<file path="config.mk">
export PLATFORM = sky130hd
export DESIGN_NAME = fetch_stage
export DESIGN_NICKNAME = d
export VERILOG_FILES = /design/src/rtl/fetch_stage.sv
export SDC_FILE = /design/constraint.sdc
export NUM_CORES = 1
export LEC_CHECK = 0
export CAP_MARGIN = 15
export CELL_PAD_IN_SITES_DETAIL_PLACEMENT = 1
export CELL_PAD_IN_SITES_GLOBAL_PLACEMENT = 2
export CORE_AREA = 3 3 154 156
export CTS_CLUSTER_DIAMETER = 80
export DETAILED_ROUTE_END_ITERATION = 10
export DIE_AREA = 0 0 157 159
export MAX_ROUTING_LAYER = met4
export PLACE_DENSITY_LB_ADDON = 0.1
export SLEW_MARGIN = 20
export SYNTH_ARGS = -nofsm -noshare
export SYNTH_HDL_FRONTEND = slang
export SYNTH_SLANG_ARGS = --single-unit
</file>
<file path="constraint.sdc">
create_clock -name CLK -period 2.7 [get_ports CLK]
set_input_delay 0.27 -clock CLK [delete_from_list [all_inputs] [get_ports CLK]]
set_output_delay 0.27 -clock CLK [all_outputs]
set_load 0.1 [all_outputs]
</file>
<file path="src/rtl/fetch_stage.sv">
// Instruction-fetch stage: owns the PC, issues icache reads and fills the IF/ID latch.
// A redirect that arrives while the PC is stalled is parked and applied once the stall clears.
module fetch_stage #(
  parameter logic [31:0] PC_INIT = 32'h0000_0000,
  parameter logic [5:0]  HALT_OP = 6'b111111
) (
  input  logic        CLK,
  input  logic        RST,
  input  logic        ihit,
  input  logic [31:0] iload,
  input  logic        memStall,
  input  logic        stallPC,
  input  logic        ifidFreeze,
  input  logic        ifidFlush,
  input  logic        redirect,
  input  logic [31:0] redirectPC,
  output logic        imemREN,
  output logic [31:0] imemaddr,
  output logic [31:0] ifid_instr,
  output logic [31:0] ifid_npc,
  output logic        ifid_valid,
  output logic        halted
);

  logic [31:0] pc_r, pc_nxt_s, pc_plus4_s;
  logic        pend_valid_r, pend_valid_nxt_s;
  logic [31:0] pend_pc_r, pend_pc_nxt_s;
  logic        halted_r, halted_nxt_s;
  logic [31:0] ifid_instr_r, ifid_instr_nxt_s;
  logic [31:0] ifid_npc_r, ifid_npc_nxt_s;
  logic        ifid_valid_r, ifid_valid_nxt_s;
  logic        go_s, take_s, is_halt_s;
  logic [31:0] target_s;

  // Shared control terms; a live redirect beats a parked one.
  always_comb begin
    go_s       = !stallPC && !memStall;
    take_s     = (redirect || pend_valid_r) && go_s;
    target_s   = redirect ? redirectPC : pend_pc_r;
    pc_plus4_s = pc_r + 32'd4;
    is_halt_s  = (iload[31:26] == HALT_OP);
  end

  // Next PC, pending-redirect and halt state.
  always_comb begin
    pc_nxt_s         = pc_r;
    pend_valid_nxt_s = pend_valid_r;
    pend_pc_nxt_s    = pend_pc_r;
    halted_nxt_s     = halted_r;
    if (take_s) begin
      pc_nxt_s         = target_s;
      pend_valid_nxt_s = 1'b0;
      halted_nxt_s     = 1'b0;
    end else if (redirect && !go_s) begin
      pend_valid_nxt_s = 1'b1;
      pend_pc_nxt_s    = redirectPC;
    end else if (halted_r) begin
      pc_nxt_s = pc_r;
    end else if (ihit && go_s) begin
      if (is_halt_s) begin
        halted_nxt_s = 1'b1;
      end else begin
        pc_nxt_s = pc_plus4_s;
      end
    end else begin
      pc_nxt_s = pc_r;
    end
  end

  // Next IF/ID contents; a bubble leaves npc untouched since it is meaningless without valid.
  always_comb begin
    ifid_instr_nxt_s = ifid_instr_r;
    ifid_npc_nxt_s   = ifid_npc_r;
    ifid_valid_nxt_s = ifid_valid_r;
    if (ifidFlush) begin
      ifid_instr_nxt_s = 32'd0;
      ifid_npc_nxt_s   = 32'd0;
      ifid_valid_nxt_s = 1'b0;
    end else if (ifidFreeze || memStall) begin
      ifid_valid_nxt_s = ifid_valid_r;
    end else if (take_s || halted_r) begin
      ifid_instr_nxt_s = 32'd0;
      ifid_valid_nxt_s = 1'b0;
    end else if (ihit) begin
      ifid_instr_nxt_s = iload;
      ifid_npc_nxt_s   = pc_plus4_s;
      ifid_valid_nxt_s = 1'b1;
    end else begin
      ifid_instr_nxt_s = 32'd0;
      ifid_valid_nxt_s = 1'b0;
    end
  end

  // State registers with synchronous reset.
  always_ff @(posedge CLK) begin
    if (RST) begin
      pc_r         <= PC_INIT;
      pend_valid_r <= 1'b0;
      pend_pc_r    <= 32'd0;
      halted_r     <= 1'b0;
      ifid_instr_r <= 32'd0;
      ifid_npc_r   <= 32'd0;
      ifid_valid_r <= 1'b0;
    end else begin
      pc_r         <= pc_nxt_s;
      pend_valid_r <= pend_valid_nxt_s;
      pend_pc_r    <= pend_pc_nxt_s;
      halted_r     <= halted_nxt_s;
      ifid_instr_r <= ifid_instr_nxt_s;
      ifid_npc_r   <= ifid_npc_nxt_s;
      ifid_valid_r <= ifid_valid_nxt_s;
    end
  end

  assign imemREN    = !RST && !halted_r;
  assign imemaddr   = pc_r;
  assign ifid_instr = ifid_instr_r;
  assign ifid_npc   = ifid_npc_r;
  assign ifid_valid = ifid_valid_r;
  assign halted     = halted_r;

endmodule

</file>
==> impl_metrics.csv, run 1 <==
group,metric,value,unit
finish,most-common-layout-cells,"sky130_fd_sc_hd__dfxtp_1, sky130_fd_sc_hd__buf_4, sky130_fd_sc_hd__a21oi_1",
synth,mappedNetlistArea,6020,µm²
cts,tritoncts,"done",
worst_setup_path,cp_startpoint_kind,"register",
die,initial_core_utilization,26.8,%
sta,final-max-slew-violation-count,0,
die,dieWidth,157,µm
die,io-pin-count,171,
finish,fin_area,8410,µm²
sta,final_count_of_negative_setup_slack_endpoints,0,
sta,hold_ws,0.313,ns
synth,synth_enable_flop_cells,0,
sta,clock_skew,0.0114,ns
cts,postCtsSetupBuffers,0,
synth,synth-seq-area-share,43.5,%
synth,synth_top_flop_cell,"sky130_fd_sc_hd__dfxtp_1",
synth,ys.warnings.count,0,
place,postPlaceCellArea,7820,µm²
cts,cts.htree.levels,4,
sta,postLayoutSetupSlackWorst,0.371,ns
cts,cts_num_sinks,131,
sta,worst_pin_slew,0.903,ns
detailed_routing,wl_per_cell,18.3,µm
place,placedCellCount,1168,
synth,mappedNetlistNets,820,
sta,max_freq,0.429,GHz
power_and_ir_drop,power_density,612,nW/µm²
power_and_ir_drop,static_leak,3.16,nW
sta,final_min_period_over_clock_period,86.3,%
global_routing,grt_pass1_vias,5997,
finish,layoutNonFillerInstCount,1200,
sta,hold_violations,0,
place,quantity_of_i_o_buffers_inserted_on_ports,170,
synth,asyncSetResetFlopFracSynth,0,%
worst_setup_path,end_of_the_critical_path,"imemaddr[26]",
die,die_h,159,µm
cts,cts.root.buffer_cell,"sky130_fd_sc_hd__clkbuf_16",
cts,post_cts.resized_instances,0,
cts,cts_buffers,17,
finish,post_route_cells_drive_above_1_share,19.7,%
synth,netlist.area_leader.share,43.5,%
global_routing,globalRoute.totalOverflow,0,
synth,netlist_instances,747,
synth,mean_post_synth_cell_area,8.06,µm²
sta,sum_neg_setup_slack,0,ns
detailed_routing,vias_per_cell,4.98,
cts,clock_latency,0.42,ns
outcome,result_of_the_run,"completed",
global_routing,antenna_violations_before_repair,0,
detailed_routing,drc,0,
cts,clock_tree.buffer_depth,2,
worst_setup_path,critPathArrivalTime,2.68,ns
finish,finalNetCount,975,
detailed_routing,post_route_ant_nets,0,
worst_setup_path,critPathCaptureType,"register",
finish,antenna_cells_inserted,0,
synth,post-synth-top-area-cell,"sky130_fd_sc_hd__dfxtp_1",
worst_setup_path,cp-startpoint,"imemaddr[2]",
worst_setup_path,cp.required,3.05,ns
power_and_ir_drop,irDropWorstVdd,0.000360,V
worst_setup_path,classification_of_the_worst_setup_path,"reg2reg",
finish,final_common_cell,"sky130_fd_sc_hd__dfxtp_1",
worst_setup_path,reg2reg_slack,0.37,ns
worst_setup_path,reg2reg_start,"imemaddr[2]",
global_routing,grt_pass1_wl,34100,µm
sta,grt_setup_unrepaired,"false",
worst_setup_path,reg2regPathDepth,6,
min_path,hold_path.class,"in2reg",
die,num_rows,55,
synth,ys_ff_latch,131,
power_and_ir_drop,report.power.total,5.15,mW
synth,synth.area.top_cells,"sky130_fd_sc_hd__dfxtp_1, sky130_fd_sc_hd__a21oi_1, sky130_fd_sc_hd__nand2_1",
place,hpwl,16600,µm
detailed_routing,drt-pass1-iter-count,4,
finish,finalCoreUtilization,37.4,%
global_routing,grt_use_total,17.7,%
sta,fin_crit,2.33,ns
synth,netlist-cell-type-count,57,
worst_setup_path,cp_max_fo,10,
detailed_routing,drt_first_iter_violations,308,
place,detailedPlace.worstSlack,0.377,ns
place,gpl.final_weighted_congestion,0.808,
sta,relSlewSlack,39.8,%
cts,clock_pin_transition_on_the_worst_setup_and_hold_timing_paths,0.06,ns
die,placeableCoreArea,22500,µm²
worst_setup_path,rr_endpoint,"imemaddr[26]",
global_routing,grt_start_max_net_pins,49,
cts,holdBufCountCts,0,
detailed_routing,total_via_count_after_detailed_routing,5971,
run,drv.max_cap_violation_count,0,
finish,layout_overhead_on_the_synthesized_area,39.6,%
die,die_area,25000,µm²
detailed_routing,totalWireLength,21900,µm
==> area by class of cell <==
type,count,area [µm²]
Fill cell,2651,14100
Multi-Input combinational cell,541,3100
Sequential cell,131,2630
Timing Repair Buffer,197,1680
Clock buffer,17,425
Tap cell,285,357
Clock inverter,15,163
Inverter,14,52.6
==> flip-flops by register name, indices dropped and copies added, names as in the netlist <==
name          flops
pend_pc_r        32
ifid_instr       32
ifid_valid        1
ifid_npc         32
pend_valid_r      1
halted            1
imemaddr         32
==> synthesized netlist by cell type, types with 2 or more instances <==
cell type	number
sky130_fd_sc_hd__a211o_1	2
sky130_fd_sc_hd__a211oi_1	18
sky130_fd_sc_hd__a21oi_1	96
sky130_fd_sc_hd__a221oi_1	5
sky130_fd_sc_hd__a22oi_1	32
sky130_fd_sc_hd__a31oi_1	4
sky130_fd_sc_hd__and2_1	2
sky130_fd_sc_hd__and3_1	5
sky130_fd_sc_hd__and4_1	4
sky130_fd_sc_hd__buf_1	4
sky130_fd_sc_hd__buf_2	20
sky130_fd_sc_hd__buf_4	2
sky130_fd_sc_hd__clkbuf_1	35
sky130_fd_sc_hd__dfxtp_1	131
sky130_fd_sc_hd__inv_1	14
sky130_fd_sc_hd__mux2i_1	25
sky130_fd_sc_hd__nand2_1	92
sky130_fd_sc_hd__nand2b_1	2
sky130_fd_sc_hd__nand3_1	12
sky130_fd_sc_hd__nand3b_1	3
sky130_fd_sc_hd__nand4_1	9
sky130_fd_sc_hd__nor2_1	84
sky130_fd_sc_hd__nor2b_1	3
sky130_fd_sc_hd__nor3_1	17
sky130_fd_sc_hd__nor3_2	2
sky130_fd_sc_hd__nor3b_1	4
sky130_fd_sc_hd__nor4_1	8
sky130_fd_sc_hd__o21a_1	2
sky130_fd_sc_hd__o21ai_0	45
sky130_fd_sc_hd__o31a_1	2
sky130_fd_sc_hd__o31ai_1	5
sky130_fd_sc_hd__or2_2	4
sky130_fd_sc_hd__or3_1	4
sky130_fd_sc_hd__xnor2_1	20
sky130_fd_sc_hd__xor2_1	8
==> layer usage <==
layer	up-vias	share of wire (%)	track usage (%)	routed length (µm)
met1	2845	50	25.1	10900
li1	2954	-	-	-
met4	0	0.89	4.14	196
met3	17	5.4	3.72	1190
met5	-	0	-	0
met2	155	44	25.9	9660
==> critical path, cell delays in order (launching register included) <==
cell	delay [ns]
sky130_fd_sc_hd__dfxtp_2	0.42
sky130_fd_sc_hd__ha_1	0.27
sky130_fd_sc_hd__nand3_2	0.25
sky130_fd_sc_hd__nor3_2	0.59
sky130_fd_sc_hd__nand3_1	0.23
sky130_fd_sc_hd__o32a_1	0.36
sky130_fd_sc_hd__a21oi_1	0.13
==> kinds of logic after synthesis <==
kind of cell | after synthesis | synth area share [%]
AO/OA/AOI/OAI | 225 | 22.5
multiplexers | 26 | 4.34
XOR/XNOR | 28 | 4.07
AND/OR/NAND/NOR | 261 | 20.1
adder cells (fa/ha/maj) | 1 | 0.208
flip-flops | 131 | 43.5
buffers and inverters | 75 | 5.21
==> how the worst min path moves through the flow <==
stage	start	end	slack [ns]	depth (start not counted)
floorplan	redirectPC[12]	pend_pc_r[12]	0.41	2
global placement	pend_pc_r[24]	pend_pc_r[24]	0.44	2
detailed placement	pend_pc_r[25]	pend_pc_r[25]	0.45	2
CTS	RST	pend_pc_r[25]	0.28	2
global route	RST	pend_pc_r[27]	0.31	2
finish	RST	imemaddr[26]	0.31	2
==> report_power, final <==
group	switching [mW]	internal (mW)	leakage [nW]	total [mW]
logic	0.539	0.261	1.81	0.800
registers	0.0565	1.99	1.07	2.05
clock network	0.987	1.31	0.283	2.30
(Power assumes the default switching activity.)
==> inputs of run 2 (changes only) <==
CELL_PAD_IN_SITES_DETAIL_PLACEMENT = 0   (was 1)
CELL_PAD_IN_SITES_GLOBAL_PLACEMENT = 1   (was 2)
CORE_AREA = 3 3 136 138   (was 3 3 154 156)
DIE_AREA = 0 0 139 141   (was 0 0 157 159)
==> run 2 against run 1 <==
Against the previous run:
- wire length is 12% lower
- cell area fell by 1.7%
- sequential power barely moved
- global-route usage grew 2.0 points
- combinational power is 2% lower
- sequential share of layout area increased by 0.54 points
- total power decreased by 2.6%
- count of clock-buffer cells in the layout is 6 higher
- sequential cell count did not move
- core utilization increased by 10 points
- critical path type unchanged
- critical endpoint is now ifid_npc[28]
- largest power group unchanged
- highest routed layer unchanged
==> impl_metrics.csv, run 2 (synthesis gave the netlist of run 1 again) <==
group,metric,value,unit
power_and_ir_drop,irDropWorstVdd,0.000426,V
place,gpl.final_weighted_congestion,0.825,
place,quantity_of_i_o_buffers_inserted_on_ports,170,
run,drv.max_cap_violation_count,0,
finish,register_area,2630,µm²
detailed_routing,vias_per_cell,5.16,
cts,cts_num_sinks,131,
finish,antenna_cells_inserted,0,
sta,hold_ws,0.303,ns
sta,sum_neg_setup_slack,0,ns
worst_setup_path,critPathCaptureType,"register",
cts,cts.root.buffer_cell,"sky130_fd_sc_hd__clkbuf_16",
finish,layout_overhead_on_the_synthesized_area,37.2,%
min_path,min_path_cells,2,
die,die_area,19600,µm²
place,hpwl,14200,µm
detailed_routing,total_via_count_after_detailed_routing,5862,
min_path,hold_path.startpoint,"RST",
power_and_ir_drop,static_leak,3.13,nW
die,num_rows,48,
worst_setup_path,crit_path_cell_trace,"ha_1, nand3_2, or3_4, or4_4, xnor2_1, a21oi_1",
finish,multiInputGateArea,3100,µm²
detailed_routing,drt-pass1-iter-count,5,
die,placeableCoreArea,17300,µm²
cts,postCtsSetupBuffers,0,
finish,fillers,1714,
power_and_ir_drop,power_density,606,nW/µm²
cts,clock_pin_transition_on_the_worst_setup_and_hold_timing_paths,0.06,ns
global_routing,grt_pass1_vias,5410,
finish,fin_area,8260,µm²
sta,max_freq,0.454,GHz
worst_setup_path,cp_max_fo,8,
finish,final_common_cell,"sky130_fd_sc_hd__dfxtp_1",
die,die_h,141,µm
cts,tritoncts,"done",
global_routing,grt_use_total,19.7,%
worst_setup_path,critical_path.max_stage_delay,0.46,ns
worst_setup_path,cp.required,2.99,ns
finish,post_route_cells_drive_above_1_share,19.1,%
worst_setup_path,reg2reg_slack,0.50,ns
outcome,result_of_the_run,"completed",
cts,post_cts.resized_instances,0,
sta,hold_violations,0,
worst_setup_path,reg2reg_start,"imemaddr[2]",
min_path,hold_path.class,"in2reg",
finish,finalCoreUtilization,47.8,%
finish,most-common-layout-cells,"sky130_fd_sc_hd__dfxtp_1, sky130_fd_sc_hd__buf_4, sky130_fd_sc_hd__a21oi_1",
sta,worst_pin_slew,0.948,ns
sta,final-max-slew-violation-count,0,
sta,final_min_period_over_clock_period,81.6,%
min_path,worst_hold_path.endpoint,"pend_pc_r[22]",
sta,relSlewSlack,36.8,%
worst_setup_path,critPathArrivalTime,2.49,ns
detailed_routing,post_route_ant_nets,0,
global_routing,antenna_violations_before_repair,0,
cts,clock_tree.buffer_depth,2,
detailed_routing,drc,0,
finish,finalNetCount,972,
sta,final_count_of_negative_setup_slack_endpoints,0,
worst_setup_path,critical-path-slowest-cell,"sky130_fd_sc_hd__or4_4",
die,initial_core_utilization,34.8,%
sta,grt_setup_unrepaired,"false",
cts,clock_latency,0.41,ns
detailed_routing,wl_per_cell,17.1,µm
die,dieWidth,139,µm
global_routing,globalRoute.totalOverflow,0,
detailed_routing,drt_first_iter_violations,448,
place,postPlaceCellArea,7710,µm²
worst_setup_path,reg2regPathDepth,6,
sta,clock_skew,0.00833,ns
global_routing,grt_pass1_wl,30000,µm
cts,holdBufCountCts,0,
worst_setup_path,rr_endpoint,"ifid_npc[28]",
die,io-pin-count,171,
worst_setup_path,classification_of_the_worst_setup_path,"reg2reg",
sta,fin_crit,2.20,ns
global_routing,grt_start_max_net_pins,58,
detailed_routing,totalWireLength,19400,µm
cts,cts.htree.levels,4,
worst_setup_path,cp_startpoint_kind,"register",
cts,cts_buffers,17,
-- run 2: cell types whose count changed in the layout (fill, tap and decap cells not counted), sizes merged --
cell    delta
clkbuf     +6
buf        -3
inv        -8
clkinv     +1
-- run 2: area by class of cell --
cell class	count	share of cell area [%]
Tap cell	225	3.41
Clock buffer	23	5.78
Timing Repair Buffer	194	20.0
Clock inverter	8	0.939
Multi-Input combinational cell	541	37.5
Inverter	14	0.636
Sequential cell	131	31.8
-- run 2: worst max-delay path, delay by kind of cell, from the launching register on --
kind                     cells  cell delay (ns)
AO/OA/AOI/OAI                1             0.11
XOR/XNOR                     1             0.29
adder cells (fa/ha/maj)      1             0.28
flip-flops                   1             0.43
AND/OR/NAND/NOR              3             0.97
-- run 2: worst max path at each step --
stage / endpoint / from / depth (start not counted) / slack [ns]
after global placement: pend_pc_r[30] / memStall / 5 / 0.41
after detailed placement: pend_pc_r[1] / memStall / 5 / 0.34
after global routing: ifid_npc[31] / imemaddr[23] / 5 / 0.39
after CTS: ifid_npc[28] / imemaddr[2] / 6 / 0.50
after floorplan: imemaddr[28] / imemaddr[4] / 6 / 0.02
final: ifid_npc[28] / imemaddr[2] / 6 / 0.50
-- run 2: report_power, final --
| part | total, mW | internal, mW | switching [mW] |
|---|---|---|---|
| Combinational | 0.785 | 0.256 | 0.529 |
| Sequential | 2.05 | 2.00 | 0.0534 |
| Clock | 2.18 | 1.33 | 0.843 |
| Total | 5.01 | 3.59 | 1.42 |
-- run 2: metal layers --
layer	vias up	routed length, µm	global-route usage [%]
met2	178	8450	28.1
met1	2734	9760	28.4
li1	2942	-	-
met3	8	1050	4.61
met4	0	150	4.33
met5	-	0	-
-- run 2: through the flow --
stage | total power, mW | cells | worst slack, ns
floorplan | 2.60 | 747 | 0.0189
global placement | 2.87 | 1105 | 0.409
detailed placement | 2.88 | 1105 | 0.344
CTS | 5.06 | 1136 | 0.502
global route | 5.22 | 1136 | 0.385
finish | 5.01 | 1136 | 0.496
==> inputs of run 3 (changes only) <==
clock period = 2.2 ns   (was 2.7 ns; I/O delays follow)
==> run 3 against run 2 <==
Against the previous run:
- global-route usage up 0.062 points
- total power up 28%
- worst setup slack worse by 0.38 ns
==> impl_metrics.csv, run 3 (synthesis gave the netlist of run 1 again) <==
group,metric,value,unit
worst_setup_path,critPathCaptureType,"register",
finish,layout_overhead_on_the_synthesized_area,41.6,%
worst_setup_path,reg2reg_slack,0.12,ns
global_routing,globalRoute.totalOverflow,0,
die,die_h,141,µm
worst_setup_path,critical-path-slowest-cell,"sky130_fd_sc_hd__or4_4",
place,hpwl,14300,µm
cts,clock_tree.buffer_depth,2,
power_and_ir_drop,power_density,754,nW/µm²
die,die_area,19600,µm²
global_routing,grt_pass1_vias,5588,
die,dieWidth,139,µm
die,io-pin-count,171,
worst_setup_path,cp.required,2.51,ns
cts,cts_num_sinks,131,
detailed_routing,total_via_count_after_detailed_routing,5950,
cts,cts.root.buffer_cell,"sky130_fd_sc_hd__clkbuf_16",
global_routing,grt_pass1_wl,30300,µm
worst_setup_path,crit_path_cell_trace,"ha_1, nand3_2, or3_4, or4_4, o21a_1, o22a_1",
place,detailedPlace.worstSlack,-0.0790,ns
place,gpl.final_weighted_congestion,0.912,
cts,tritoncts,"done",
worst_setup_path,reg2regPathDepth,6,
finish,most-common-layout-cells,"sky130_fd_sc_hd__buf_4, sky130_fd_sc_hd__dfxtp_1, sky130_fd_sc_hd__a21oi_1",
die,placeableCoreArea,17300,µm²
cts,holdBufCountCts,0,
power_and_ir_drop,net-switching-power,1.78,mW
worst_setup_path,cp_startpoint_kind,"register",
worst_setup_path,cp-startpoint,"imemaddr[2]",
power_and_ir_drop,p_seq_share,39.1,%
outcome,result_of_the_run,"completed",
detailed_routing,post_route_ant_nets,0,
cts,clock_latency,0.42,ns
detailed_routing,drt_first_iter_violations,321,
power_and_ir_drop,irDropWorstVdd,0.000494,V
finish,final_common_cell,"sky130_fd_sc_hd__buf_4",
detailed_routing,drc,0,
global_routing,grt_use_total,19.8,%
die,initial_core_utilization,34.8,%
sta,hold_violations,0,
place,quantity_of_i_o_buffers_inserted_on_ports,170,
sta,final-max-slew-violation-count,0,
finish,antenna_cells_inserted,0,
global_routing,grt_start_max_net_pins,70,
detailed_routing,drt-pass1-iter-count,6,
min_path,hold_path.class,"in2reg",
sta,final_min_period_over_clock_period,94.7,%
sta,relSlewSlack,57.4,%
cts,cts.htree.levels,4,
sta,final_count_of_negative_setup_slack_endpoints,0,
worst_setup_path,end_of_the_critical_path,"imemaddr[28]",
sta,clock_skew,0.00539,ns
detailed_routing,totalWireLength,19400,µm
cts,clock_pin_transition_on_the_worst_setup_and_hold_timing_paths,0.06,ns
run,drv.max_cap_violation_count,0,
power_and_ir_drop,internal_power,4.65,mW
global_routing,antenna_violations_before_repair,0,
finish,finalNetCount,986,
worst_setup_path,critPathArrivalTime,2.39,ns
worst_setup_path,rr_endpoint,"imemaddr[28]",
power_and_ir_drop,static_leak,3.28,nW
detailed_routing,wl_per_cell,16.9,µm
worst_setup_path,reg2reg_start,"imemaddr[2]",
sta,hold_ws,0.281,ns
sta,fin_crit,2.08,ns
detailed_routing,vias_per_cell,5.17,
cts,post_cts.resized_instances,0,
power_and_ir_drop,comb_power_share,15.3,%
worst_setup_path,critical_path.max_stage_delay,0.45,ns
worst_setup_path,classification_of_the_worst_setup_path,"reg2reg",
power_and_ir_drop,power.clock.fraction,45.6,%
cts,cts_buffers,17,
sta,max_freq,0.480,GHz
finish,post_route_cells_drive_above_1_share,23.0,%
sta,grt_setup_unrepaired,"false",
sta,postLayoutSetupSlackWorst,0.116,ns
power_and_ir_drop,p_sw_share,27.6,%
cts,postCtsSetupBuffers,0,
die,num_rows,48,
sta,worst_pin_slew,0.623,ns
worst_setup_path,cp_max_fo,8,
==> run 3: cell type report <==
class	instances	area (µm²)
Clock inverter	11	146
Inverter	14	52.6
Timing Repair Buffer	208	1800
Clock buffer	20	467
Fill cell	1688	8770
Multi-Input combinational cell	541	3100
Tap cell	225	282
Sequential cell	131	2670
==> run 3: worst min-delay path by stage <==
stage	to	slack (ns)	startpoint	cells after the start
global route	ifid_instr[20]	0.30	RST	3
CTS	ifid_instr[25]	0.27	RST	3
finish	ifid_instr[21]	0.28	RST	3
global placement	pend_pc_r[18]	0.44	pend_pc_r[18]	2
floorplan	pend_pc_r[12]	0.36	redirectPC[12]	2
detailed placement	pend_pc_r[12]	0.44	pend_pc_r[12]	2
==> run 3: power groups by stage <==
stage                     logic (mW)  clock network, mW  registers (mW)
after global routing            1.05               3.10            2.53
after detailed placement       0.984                  0            2.57
after CTS                      0.988               3.00            2.52
after floorplan                0.358                  0            2.83
after global placement         0.976                  0            2.56
final                          0.983               2.93            2.52
==> run 3: critical path, delay by kind of cell (launching register included) <==
family,cells,cell delay [ns]
AO/OA/AOI/OAI,2,0.33
AND/OR/NAND/NOR,3,0.95
adder cells (fa/ha/maj),1,0.27
flip-flops,1,0.41
==> run 3: per-stage QoR <==
stage | area [µm²] | power (mW) | std cells | util [%] | setup TNS (ns)
detailed placement | 7910 | 3.55 | 1119 | 45.7 | -0.0790
CTS | 8520 | 6.51 | 1150 | 49.3 | 0
global placement | 7910 | 3.54 | 1119 | 45.7 | -0.00980
global route | 8530 | 6.68 | 1150 | 49.3 | 0
floorplan | 6080 | 3.18 | 747 | - | -0.0697
finish | 8530 | 6.43 | 1150 | 49.3 | 0
==> run 3: layer usage <==
layer | track usage (%) | share of wire, %
met1 | 27.6 | 49
met2 | 28.9 | 44
met3 | 3.90 | 5.9
met4 | 5.97 | 1.5
met5 | - | 0
